### config.mk
export PLATFORM = sky130hd
export DESIGN_NAME = sprite_mover
export DESIGN_NICKNAME = d
export VERILOG_FILES = /design/src/rtl/sprite_mover.sv
export SDC_FILE = /design/constraint.sdc
export NUM_CORES = 1
export LEC_CHECK = 0
export ABC_AREA = 1
export BUFFER_PORTS_ARGS = -buffer_cell sky130_fd_sc_hd__buf_4
export CAP_MARGIN = 20
export CORE_MARGIN = 4
export CORE_UTILIZATION = 57
export CTS_BUF_LIST = sky130_fd_sc_hd__clkbuf_8
export DETAILED_ROUTE_END_ITERATION = 10
export PLACE_DENSITY_LB_ADDON = 0.05
export SKIP_CTS_REPAIR_TIMING = 1
export SLEW_MARGIN = 20
export SYNTH_ARGS = -nofsm -noshare
export SYNTH_HDL_FRONTEND = slang
export SYNTH_SLANG_ARGS = --single-unit
### constraint.sdc
create_clock -name vga_clk_i -period 1.99 [get_ports vga_clk_i]
set_clock_uncertainty 0.1 [all_clocks]
set_input_delay 0.398 -clock vga_clk_i [delete_from_list [all_inputs] [get_ports vga_clk_i]]
set_output_delay 0.398 -clock vga_clk_i [all_outputs]
set_load 0.1 [all_outputs]
### src/rtl/sprite_mover.sv
// Sprite position generator: debounced pushbuttons step the sprite once per
// video frame (at vsync falling edge), clamped to the visible area.
module sprite_mover #(
    parameter int DEBOUNCE_CYCLES = 250000,
    parameter int STEP            = 2,
    parameter int ROW_INIT        = 460,
    parameter int COL_INIT        = 312,
    parameter int ROW_MAX         = 469,
    parameter int COL_MAX         = 624
) (
    input  logic        vga_clk_i,
    input  logic        vga_rst_i,
    input  logic        btn_up,
    input  logic        btn_down,
    input  logic        btn_left,
    input  logic        btn_right,
    input  logic        btn_center,
    input  logic        vga_vs,
    output logic [11:0] btn_row,
    output logic [11:0] btn_col,
    output logic        frame_tick
);

    localparam int CNT_W = (DEBOUNCE_CYCLES > 1) ? $clog2(DEBOUNCE_CYCLES) : 1;
    localparam logic [CNT_W-1:0] CNT_LAST = CNT_W'(DEBOUNCE_CYCLES - 1);
    localparam logic [CNT_W-1:0] CNT_ZERO = {CNT_W{1'b0}};
    localparam logic [CNT_W-1:0] CNT_ONE  = CNT_W'(1);

    localparam logic [12:0] STEP_13     = 13'(STEP);
    localparam logic [12:0] ROW_MAX_13  = 13'(ROW_MAX);
    localparam logic [12:0] COL_MAX_13  = 13'(COL_MAX);
    localparam logic [11:0] ROW_INIT_12 = 12'(ROW_INIT);
    localparam logic [11:0] COL_INIT_12 = 12'(COL_INIT);

    localparam int BTN_UP     = 0;
    localparam int BTN_DOWN   = 1;
    localparam int BTN_LEFT   = 2;
    localparam int BTN_RIGHT  = 3;
    localparam int BTN_CENTER = 4;

    logic [4:0]       btn_raw_s;
    logic [4:0]       sync1_r;
    logic [4:0]       sync2_r;
    logic [4:0]       stable_r;
    logic [CNT_W-1:0] cnt_r [5];
    logic             vs_q_r;
    logic             vs_q2_r;
    logic [11:0]      row_next_s;
    logic [11:0]      col_next_s;

    // One axis step: 13-bit arithmetic so neither the floor nor the ceiling can wrap.
    function automatic logic [11:0] step_axis(
        input logic [11:0] pos,
        input logic        dec,
        input logic        inc,
        input logic [12:0] max_pos
    );
        logic [12:0] pos_ext;
        logic [12:0] res;
        pos_ext = {1'b0, pos};
        if (dec && !inc) begin
            if (pos_ext < STEP_13) begin
                res = 13'd0;
            end else begin
                res = pos_ext - STEP_13;
            end
        end else if (inc && !dec) begin
            if (pos_ext + STEP_13 > max_pos) begin
                res = max_pos;
            end else begin
                res = pos_ext + STEP_13;
            end
        end else begin
            res = pos_ext;
        end
        return res[11:0];
    endfunction

    assign btn_raw_s = {btn_center, btn_right, btn_left, btn_down, btn_up};

    // Two-flop synchronizer for the asynchronous buttons.
    always_ff @(posedge vga_clk_i) begin
        if (vga_rst_i) begin
            sync1_r <= 5'b0;
            sync2_r <= 5'b0;
        end else begin
            sync1_r <= btn_raw_s;
            sync2_r <= sync1_r;
        end
    end

    // Debouncers: a new level must persist DEBOUNCE_CYCLES consecutive cycles.
    always_ff @(posedge vga_clk_i) begin
        if (vga_rst_i) begin
            stable_r <= 5'b0;
            for (int i = 0; i < 5; i++) begin
                cnt_r[i] <= CNT_ZERO;
            end
        end else begin
            for (int i = 0; i < 5; i++) begin
                if (sync2_r[i] == stable_r[i]) begin
                    cnt_r[i] <= CNT_ZERO;
                end else if (cnt_r[i] == CNT_LAST) begin
                    stable_r[i] <= sync2_r[i];
                    cnt_r[i]    <= CNT_ZERO;
                end else begin
                    cnt_r[i] <= cnt_r[i] + CNT_ONE;
                end
            end
        end
    end

    // Vsync falling-edge detector; history resets high so reset never yields a tick.
    always_ff @(posedge vga_clk_i) begin
        if (vga_rst_i) begin
            vs_q_r     <= 1'b1;
            vs_q2_r    <= 1'b1;
            frame_tick <= 1'b0;
        end else begin
            vs_q_r     <= vga_vs;
            vs_q2_r    <= vs_q_r;
            frame_tick <= vs_q2_r & ~vs_q_r;
        end
    end

    // Next position: recenter overrides both axes, otherwise each axis steps independently.
    always_comb begin
        row_next_s = btn_row;
        col_next_s = btn_col;
        if (stable_r[BTN_CENTER]) begin
            row_next_s = ROW_INIT_12;
            col_next_s = COL_INIT_12;
        end else begin
            row_next_s = step_axis(btn_row, stable_r[BTN_UP], stable_r[BTN_DOWN], ROW_MAX_13);
            col_next_s = step_axis(btn_col, stable_r[BTN_LEFT], stable_r[BTN_RIGHT], COL_MAX_13);
        end
    end

    // Position register: only updated in the frame-start slot, so no mid-frame tearing.
    always_ff @(posedge vga_clk_i) begin
        if (vga_rst_i) begin
            btn_row <= ROW_INIT_12;
            btn_col <= COL_INIT_12;
        end else if (frame_tick) begin
            btn_row <= row_next_s;
            btn_col <= col_next_s;
        end else begin
            btn_row <= btn_row;
            btn_col <= btn_col;
        end
    end

endmodule

# [Yosys cells after proc, flatten, opt, wreduce, memory -nomap -nowiden]
# Memories as Yosys holds them, arrays and structs flattened.
# Index checks and enable logic that the tools add are counted.
[word_totals] regBits=42 ram_bits=90 in_bits=8 output_inout_bits=25 mem_count=1
[memory_table] memory="cnt_r" depth=5 width=18 read_ports=5 rd_ports_with_merged_regs=0 write_ports=5 line="45" rtl="logic [CNT_W-1:0] cnt_r [5];"
[op_classes] addsub=9 order_cmp=4 n_eq_ne=10 muxes=82 bitwise_logic=22 n_reduce_logical=17
[ops] op="two-way mux 18 bit" n=15
[ops] op="two-way mux 12 bit" n=10
[ops] op="adder 18 x 1 -> 18 bit (second input constant)" n=5
[ops] op="equality test 18 bit (second input constant)" n=5
[ops] op="two-way mux 1 bit" n=57
[ops] op="adder 12 x 2 -> 13 bit (second input constant)" n=2
[ops] op="< comparator 12 x 2 -> 1 bit (second input constant)" n=2
[ops] op="subtractor 12 x 2 -> 12 bit (second input constant)" n=2
[ops] op="bitwise OR 1 bit" n=15
[ops] op="AND reduction 2 bit" n=7
[ops] op="greater-than comparator 13 x 10 -> 1 bit (second input constant)" n=1
[ops] op="greater-than comparator 13 x 9 -> 1 bit (second input constant)" n=1
[ops] op="inverter 1 bit" n=6
[ops] op="nonzero test 3 bit" n=2
[ops] op="equality test 1 bit" n=5
[ops] op="logical AND 1 bit" n=4
[ops] op="zero test 1 bit" n=4
[ops] op="bitwise AND 1 bit" n=1

# [Logic depth before layout (Yosys ltp)]
# Gate-level depths: netlist (run 1).
# An unclocked memory read counts as a cell.
[depth] word_depth=8 depth_mapped=15

# [Worst setup path after synthesis (run 1)]
# Ideal clock, no wire load.
[synth_timing] path_type="register to register" start="register btn_row[1]" end="register btn_row[0]" setup_ps=67 arrival_ps=2525 required_ps=1823 path_slack_ps=-702 path_stages_with_launch=15 n_path_buf=0 synth_period_minus_slack_ps=2692 path_cell_list="dfxtp_1 > inv_1 > ha_1 > nand3_1 > nand2_1 > nand2_1 > nand2_1 > nand2_1 > nand3_1 > nand2_1 > nand2_2 > nand2_1 > nand2_1 > nand2_1 > a21oi_2"
[synth_via] elab_chain_cells=6 elab_cells_between_ends=8 cone_classes="add/sub: 1; order compare: 2; mux: 5"
[synth_rtl] element="start: declaration" line="19" rtl="output logic [11:0] btn_row,"
[synth_rtl] element="start signal: assignment" line="145" rtl="btn_row <= row_next_s;"
[synth_rtl] element="start signal: assignment" line="148" rtl="btn_row <= btn_row;"
[synth_rtl] element="adder 12 x 2 -> 13 bit"
[synth_rtl] element="greater-than comparator 13 x 9 -> 1 bit" line="68" rtl="if (pos_ext + STEP_13 > max_pos) begin"
[synth_rtl] element="two-way mux 12 bit" line="68"
[synth_rtl] element="two-way mux 12 bit" line="67" rtl="end else if (inc && !dec) begin"
[synth_rtl] element="two-way mux 12 bit (*)" line="61" rtl="if (dec && !inc) begin"
[synth_rtl] element="two-way mux 12 bit (*)" line="130" rtl="if (stable_r[BTN_CENTER]) begin"
# Mark *: on every way between the ends. The rest lies on a longest branch, timed or not. The select of a mux whose other input is x is not followed.
# A chain may end at the register's enable or synchronous reset.

==> impl_metrics.yaml, run 1 <==
cells_and_area:
  final_util_pct: 74.0
  final_cell_count_no_fill: 1339
  syn_to_final_growth_pct: 26.5
  fin_area_um2: 9840
  drive_gt1_share_pct: 25.0
  layout_commonest_cell: "nand2_1"
  nNetsFinal: 1169
  layout_common_cells: "178 x nand2_1, 116 x inv_1, 94 x nor2_1"
  diodes: 0
critical_path:
  crit_slowest_cell: "edfxtp_1"
  crit_family: "simple AND/OR/NAND/NOR gates"
  cp-startpoint: "cnt_r[3][1]$_SDFFCE_PN0P_"
  max_stage_delay_ns: 0.36
  worstPathArrival_ns: 2.08
  cp_num_buf_inv: 1
  end_kind: "flip-flop"
  path_class: "flip-flop to flip-flop"
  worstPathCellList: "ha_2 -> nand2_2 -> inv_2 -> nand4_1 -> nor2_2 -> nand2_2 -> nor2_4 -> nand2_2 -> nor2_2 -> xnor2_1 -> nor2_1"
  worstPathRequired_ns: 2.10
  cpMostUsedCell: "nand2_2"
  start_kind: "flip-flop"
  critPathMaxFanout: 4
  timing.rr.start: "cnt_r[3][1]$_SDFFCE_PN0P_"
route:
  wl_per_cell_um: 12.3
  firstDrtPassIters: 5
  routed_wirelength_um: 16500
  via_per_inst: 5.06
  drc: 0
  ant_nets: 0
  num_vias: 6782
  drt_iter0_drc: 480
synth:
  synth-xor-area-share_pct: 4.28
  ys_ff_latch: 131
  synth_edf_count: 90
  synth-compound-area-share_pct: 9.51
  synthAdderAreaFrac_pct: 1.77
  syn_area_per_cell_um2: 7.98
  async_flop_share_pct: 0
  yosysSeqAreaShare_pct: 45.3
  synthMuxAreaShare_pct: 0
  synth.distinct_cells: 46
  syn_area_um2: 7780
  synth_area_leaders: "edfxtp_1 35%, dfxtp_1 11%, nand2_1 9.4%"
  synth.top_cell.area_share_pct: 34.7
  yosysTopAreaCell: "edfxtp_1"
  synth_top_family_by_area: "simple AND/OR/NAND/NOR gates"
  yosysWarningCount: 0
  synth_simple_gate_area_share_pct: 30.8
  synth_ff_type: "edfxtp_1"
  syn_inst: 975
pwr:
  vdd_ir_drop_max_uv: 433
  power_density_nw_per_um2: 606
  p_leak_nw: 4.13
  p_total_mw: 5.96
die:
  pin_count: 33
  rows: 42
  dieArea_um2: 15600
  start_util_pct: 58.5
  die_w_um: 125
  fp.dieH_um: 125
  coreArea_um2: 13300
min_path:
  hold_start: "vga_vs"
  hold_class: "input pin to flip-flop"
sta:
  timing.final.crit_period_ns: 1.97
  whs_ns: 0.0508
  fin_ws_ns: 0.0210
  rsz0062_at_grt: "yes"
  fmax_mhz: 508
  min_period_over_period_pct: 98.9
  final.setup.tns_ns: 0
  setup_viol: 0
  hold_violations: 0
  report.final.slew_viol_count: 0
global_route:
  antenna_found_initial: 0
  grt_start_max_net_pins: 32
  first_global_vias: 6218
  grt_overflow: 0
  grt_use_total_pct: 20.8
  grt_pass1_wl_um: 27500
cts:
  path_clk_slew_ns: 0.07
  clk_latency_ns: 0.45
  cts_buffers: 17
  cts-root-buf: "clkbuf_8"
  cts.sinks: 131
  clockBufferDepth: 2
  cts_tree: "done"
  htreeDepth: 4
place:
  pre_cts_slack_ns: -0.0873
  post-dp-hpwl_um: 11600
  place_area_um2: 8800
  place.gp.congestion: 0.905
  dp_cells: 1285
  portBuffers: 31
flow_run:
  drv_cap: 0
run_status:
  status: "finished, final reports clean"
[sequential cells by signal (all words and copies together), names as in the netlist]
register	count
vs_q2_r	1
sync2_r	5
stable_r	5
btn_row	12
frame_tick	1
sync1_r	5
btn_col	11
cnt_r	90
vs_q_r	1
[final cells by class]
cell class	count	area, um2
inverters	132	503
well taps	176	220
flip-flops and latches	131	3580
multi-input cells	776	4350
repair buffers	92	718
fillers	1011	3450
clock buffers	21	289
clock inverters	11	181
[layer usage]
metal / global-route usage [%] / part of all wire (%) / up-vias
met5: 0 / 0 / -
met4: 7.02 / 1.8 / 0
met3: 4.29 / 4.2 / 27
met2: 33.9 / 48 / 139
met1: 27.8 / 46 / 3107
li1: - / - / 3509
[final timing paths]
| check | endpoint | slack (ns) | cells after the start |
|---|---|---|---|
| setup reg to reg | cnt_r[3][16]$_SDFFCE_PN0P_ | 0.02 | 11 |
| setup / recovery | cnt_r[3][16]$_SDFFCE_PN0P_ | 0.02 | 11 |
| hold / removal | vs_q_r$_SDFF_PP1_ | 0.05 | 2 |
| hold reg to reg | sync2_r[0]$_SDFF_PP0_ | 0.30 | 2 |
[where the power goes]
group	switching (mW)	leakage [nW]	internal [mW]	total, mW
logic	0.181	2.63	0.101	0.282
clock network	1.00	0.238	1.61	2.61
registers	0.0867	1.27	2.98	3.07
total	1.27	4.13	4.69	5.96
[Yosys cell counts (2+ instances only)]
cell / count
nor3_2: 5
nand2_1: 194
nand3_2: 5
nor2_1: 111
buf_4: 9
or2_2: 6
nor3b_2: 4
clkinv_2: 2
nor3b_1: 8
ha_1: 11
o22ai_1: 2
buf_2: 6
clkbuf_1: 8
nand4_1: 26
conb_1: 2
inv_2: 4
xnor2_1: 7
o21bai_1: 4
a21oi_1: 64
xor2_1: 31
o21ai_0: 28
nand3b_1: 3
a31oi_1: 6
nor2_4: 4
nor4_1: 10
o21ai_2: 2
or2_1: 2
nor4_2: 3
o21ai_1: 3
a21oi_2: 6
edfxtp_1: 90
nor2_2: 18
nand3_1: 67
inv_1: 126
o211ai_1: 2
nand2_2: 9
nor3_1: 30
dfxtp_1: 41
o21a_1: 9
[kinds of logic (layout without fill, tap and decap cells)]
logic type      count (synthesis)  in the layout
buf+inv                       157            256
compound gates                130            130
xor+xnor                       38             38
simple gates                  506            506
fa+ha+maj                      11             11
other cells                     2             91
flops                         131            131
Note: power is estimated with default switching activity, not from simulation.
==> run 2: changes to the inputs <==
==> constraint.sdc (replaced) <==
create_clock -name vga_clk_i -period 2.19 [get_ports vga_clk_i]
set_clock_uncertainty 0.1 [all_clocks]
set_input_delay 0.438 -clock vga_clk_i [delete_from_list [all_inputs] [get_ports vga_clk_i]]
set_output_delay 0.438 -clock vga_clk_i [all_outputs]
set_load 0.1 [all_outputs]
==> run 2 against run 1 <==
  * Sequential share of layout area is 2.6 points higher
  * Sequential cell count stayed put
  * Total power is 16% lower
  * Critical path type unchanged
  * Largest cell class unchanged
==> impl_metrics.yaml, run 2 (synthesis results as in run 1) <==
route:
  firstDrtPassIters: 5
  wl_per_cell_um: 11.9
  routed_wirelength_um: 15500
  drt_iter0_drc: 579
  ant_nets: 0
  num_vias: 6599
  drc: 0
  via_per_inst: 5.06
cts:
  clockBufferDepth: 2
  htreeDepth: 4
  cts_buffers: 17
  clk_latency_ns: 0.43
  cts_tree: "done"
  cts.sinks: 131
  cts-root-buf: "clkbuf_8"
  path_clk_slew_ns: 0.07
cells_and_area:
  fin_area_um2: 9100
  layout_commonest_cell: "nand2_1"
  layout_common_cells: "191 x nand2_1, 132 x inv_1, 109 x nor2_1"
  syn_to_final_growth_pct: 17.1
  multiInputGateArea_um2: 4010
  largest_register: "cnt_r"
  nNetsFinal: 1133
  seqCellArea_um2: 3550
  reg_top3: "cnt_r (90), btn_row (12), btn_col (11)"
  largest_register_ffs: 90
  drive_gt1_share_pct: 15.6
  diodes: 0
  nFillCells: 1129
critical_path:
  cp_num_buf_inv: 0
  worstPathArrival_ns: 2.08
  rrSetupSlack_ns: 0.19
  critPathMaxFanout: 3
  cpMostUsedCell: "nand3_1"
  worstPathCellList: "ha_1 -> nand2_1 -> nor3_2 -> nand3_1 -> nor3b_1 -> nand3_1 -> o21ai_0 -> a21oi_1"
  start_kind: "flip-flop"
  end_kind: "flip-flop"
  crit_slowest_cell: "edfxtp_1"
  timing.rr.start: "cnt_r[1][0]$_SDFFCE_PN0P_"
  max_stage_delay_ns: 0.38
  worstRegToRegCells: 8
  rr_endpoint: "cnt_r[1][12]$_SDFFCE_PN0P_"
  path_class: "flip-flop to flip-flop"
  crit_family: "simple AND/OR/NAND/NOR gates"
  worstPathRequired_ns: 2.27
global_route:
  grt_start_max_net_pins: 28
  grt_pass1_wl_um: 26700
  grt_overflow: 0
  first_global_vias: 6042
  grt_use_total_pct: 20.3
  antenna_found_initial: 0
die:
  fp.dieH_um: 125
  dieArea_um2: 15600
  die_w_um: 125
  start_util_pct: 58.5
  pin_count: 33
  coreArea_um2: 13300
  rows: 42
min_path:
  holdPathEnd: "vs_q_r$_SDFF_PP1_"
  hold_class: "input pin to flip-flop"
  hold_start: "vga_vs"
  hold-path-cell-count: 2
pwr:
  power_density_nw_per_um2: 553
  switchingPower_mw: 1.10
  seqPwrFrac_pct: 55.5
  p_comb_share_pct: 4.4
  switching_share_pct: 21.8
  clock_power_share_pct: 40.1
  vdd_ir_drop_max_uv: 425
  p_leak_nw: 3.88
  internal_power_mw: 3.94
sta:
  report.final.slew_viol_count: 0
  hold_violations: 0
  min_period_over_period_pct: 91.3
  fin_ws_ns: 0.191
  timing.final.crit_period_ns: 2.00
  fmax_mhz: 500
  setup_viol: 0
place:
  post-dp-hpwl_um: 11300
  place.gp.congestion: 0.903
  portBuffers: 31
  pre_cts_slack_ns: 0.117
  place_area_um2: 8580
flow_run:
  drv_cap: 0
run_status:
  status: "finished, final reports clean"
[run 2: metrics by stage]
step	hold slack (ns)	std cells	power, mW	TNS (ns)	utilization, %
finish	0.111	1303	5.04	0	68.5
global route	0.0771	1303	5.25	-0.0249	68.5
CTS	0.0818	1294	5.08	0	67.5
detailed placement	0.303	1262	3.06	0	64.6
global placement	0.290	1262	3.05	0	64.6
floorplan	0.288	1064	2.99	-0.00799	-
[run 2: layer usage]
metal	part of all wire [%]	track usage, %
met5	0	0
met2	46	32.1
met1	48	27.5
met4	1.9	7.59
met3	4.1	4.55
[run 2: worst max path at each step]
| stage | start | to | slack [ns] | depth (start not counted) |
|---|---|---|---|---|
| finish | cnt_r[1][0]$_SDFFCE_PN0P_ | cnt_r[1][12]$_SDFFCE_PN0P_ | 0.19 | 8 |
| global route | cnt_r[2][0]$_SDFFCE_PN0P_ | cnt_r[2][14]$_SDFFCE_PN0P_ | -0.02 | 13 |
| CTS | cnt_r[3][0]$_SDFFCE_PN0P_ | cnt_r[3][5]$_SDFFCE_PN0P_ | 0.10 | 11 |
| detailed placement | cnt_r[3][0]$_SDFFCE_PN0P_ | cnt_r[3][5]$_SDFFCE_PN0P_ | 0.12 | 11 |
| global placement | cnt_r[3][0]$_SDFFCE_PN0P_ | cnt_r[3][5]$_SDFFCE_PN0P_ | 0.16 | 11 |
| floorplan | btn_row[2]$_SDFFE_PP1P_ | btn_row[0]$_SDFFE_PP0P_ | -0.008 | 14 |
[run 2: area by class of cell]
type	instances	share of cell area [%]
timing repair buffer	56	4.75
tap	176	2.42
clock inverter	13	1.40
sequential	131	39.0
inverter	132	5.51
clock buffer	19	2.87
multi-input combinational	776	44.0
[run 2: power groups by stage]
stage | combinational (mW) | clock [mW] | sequential [mW]
2_1_floorplan | 0.155 | 0 | 2.83
3_3_place_gp | 0.206 | 0 | 2.85
3_5_place_dp | 0.208 | 0 | 2.85
4_1_cts | 0.209 | 2.07 | 2.79
5_1_grt | 0.258 | 2.19 | 2.81
6_report | 0.223 | 2.02 | 2.80
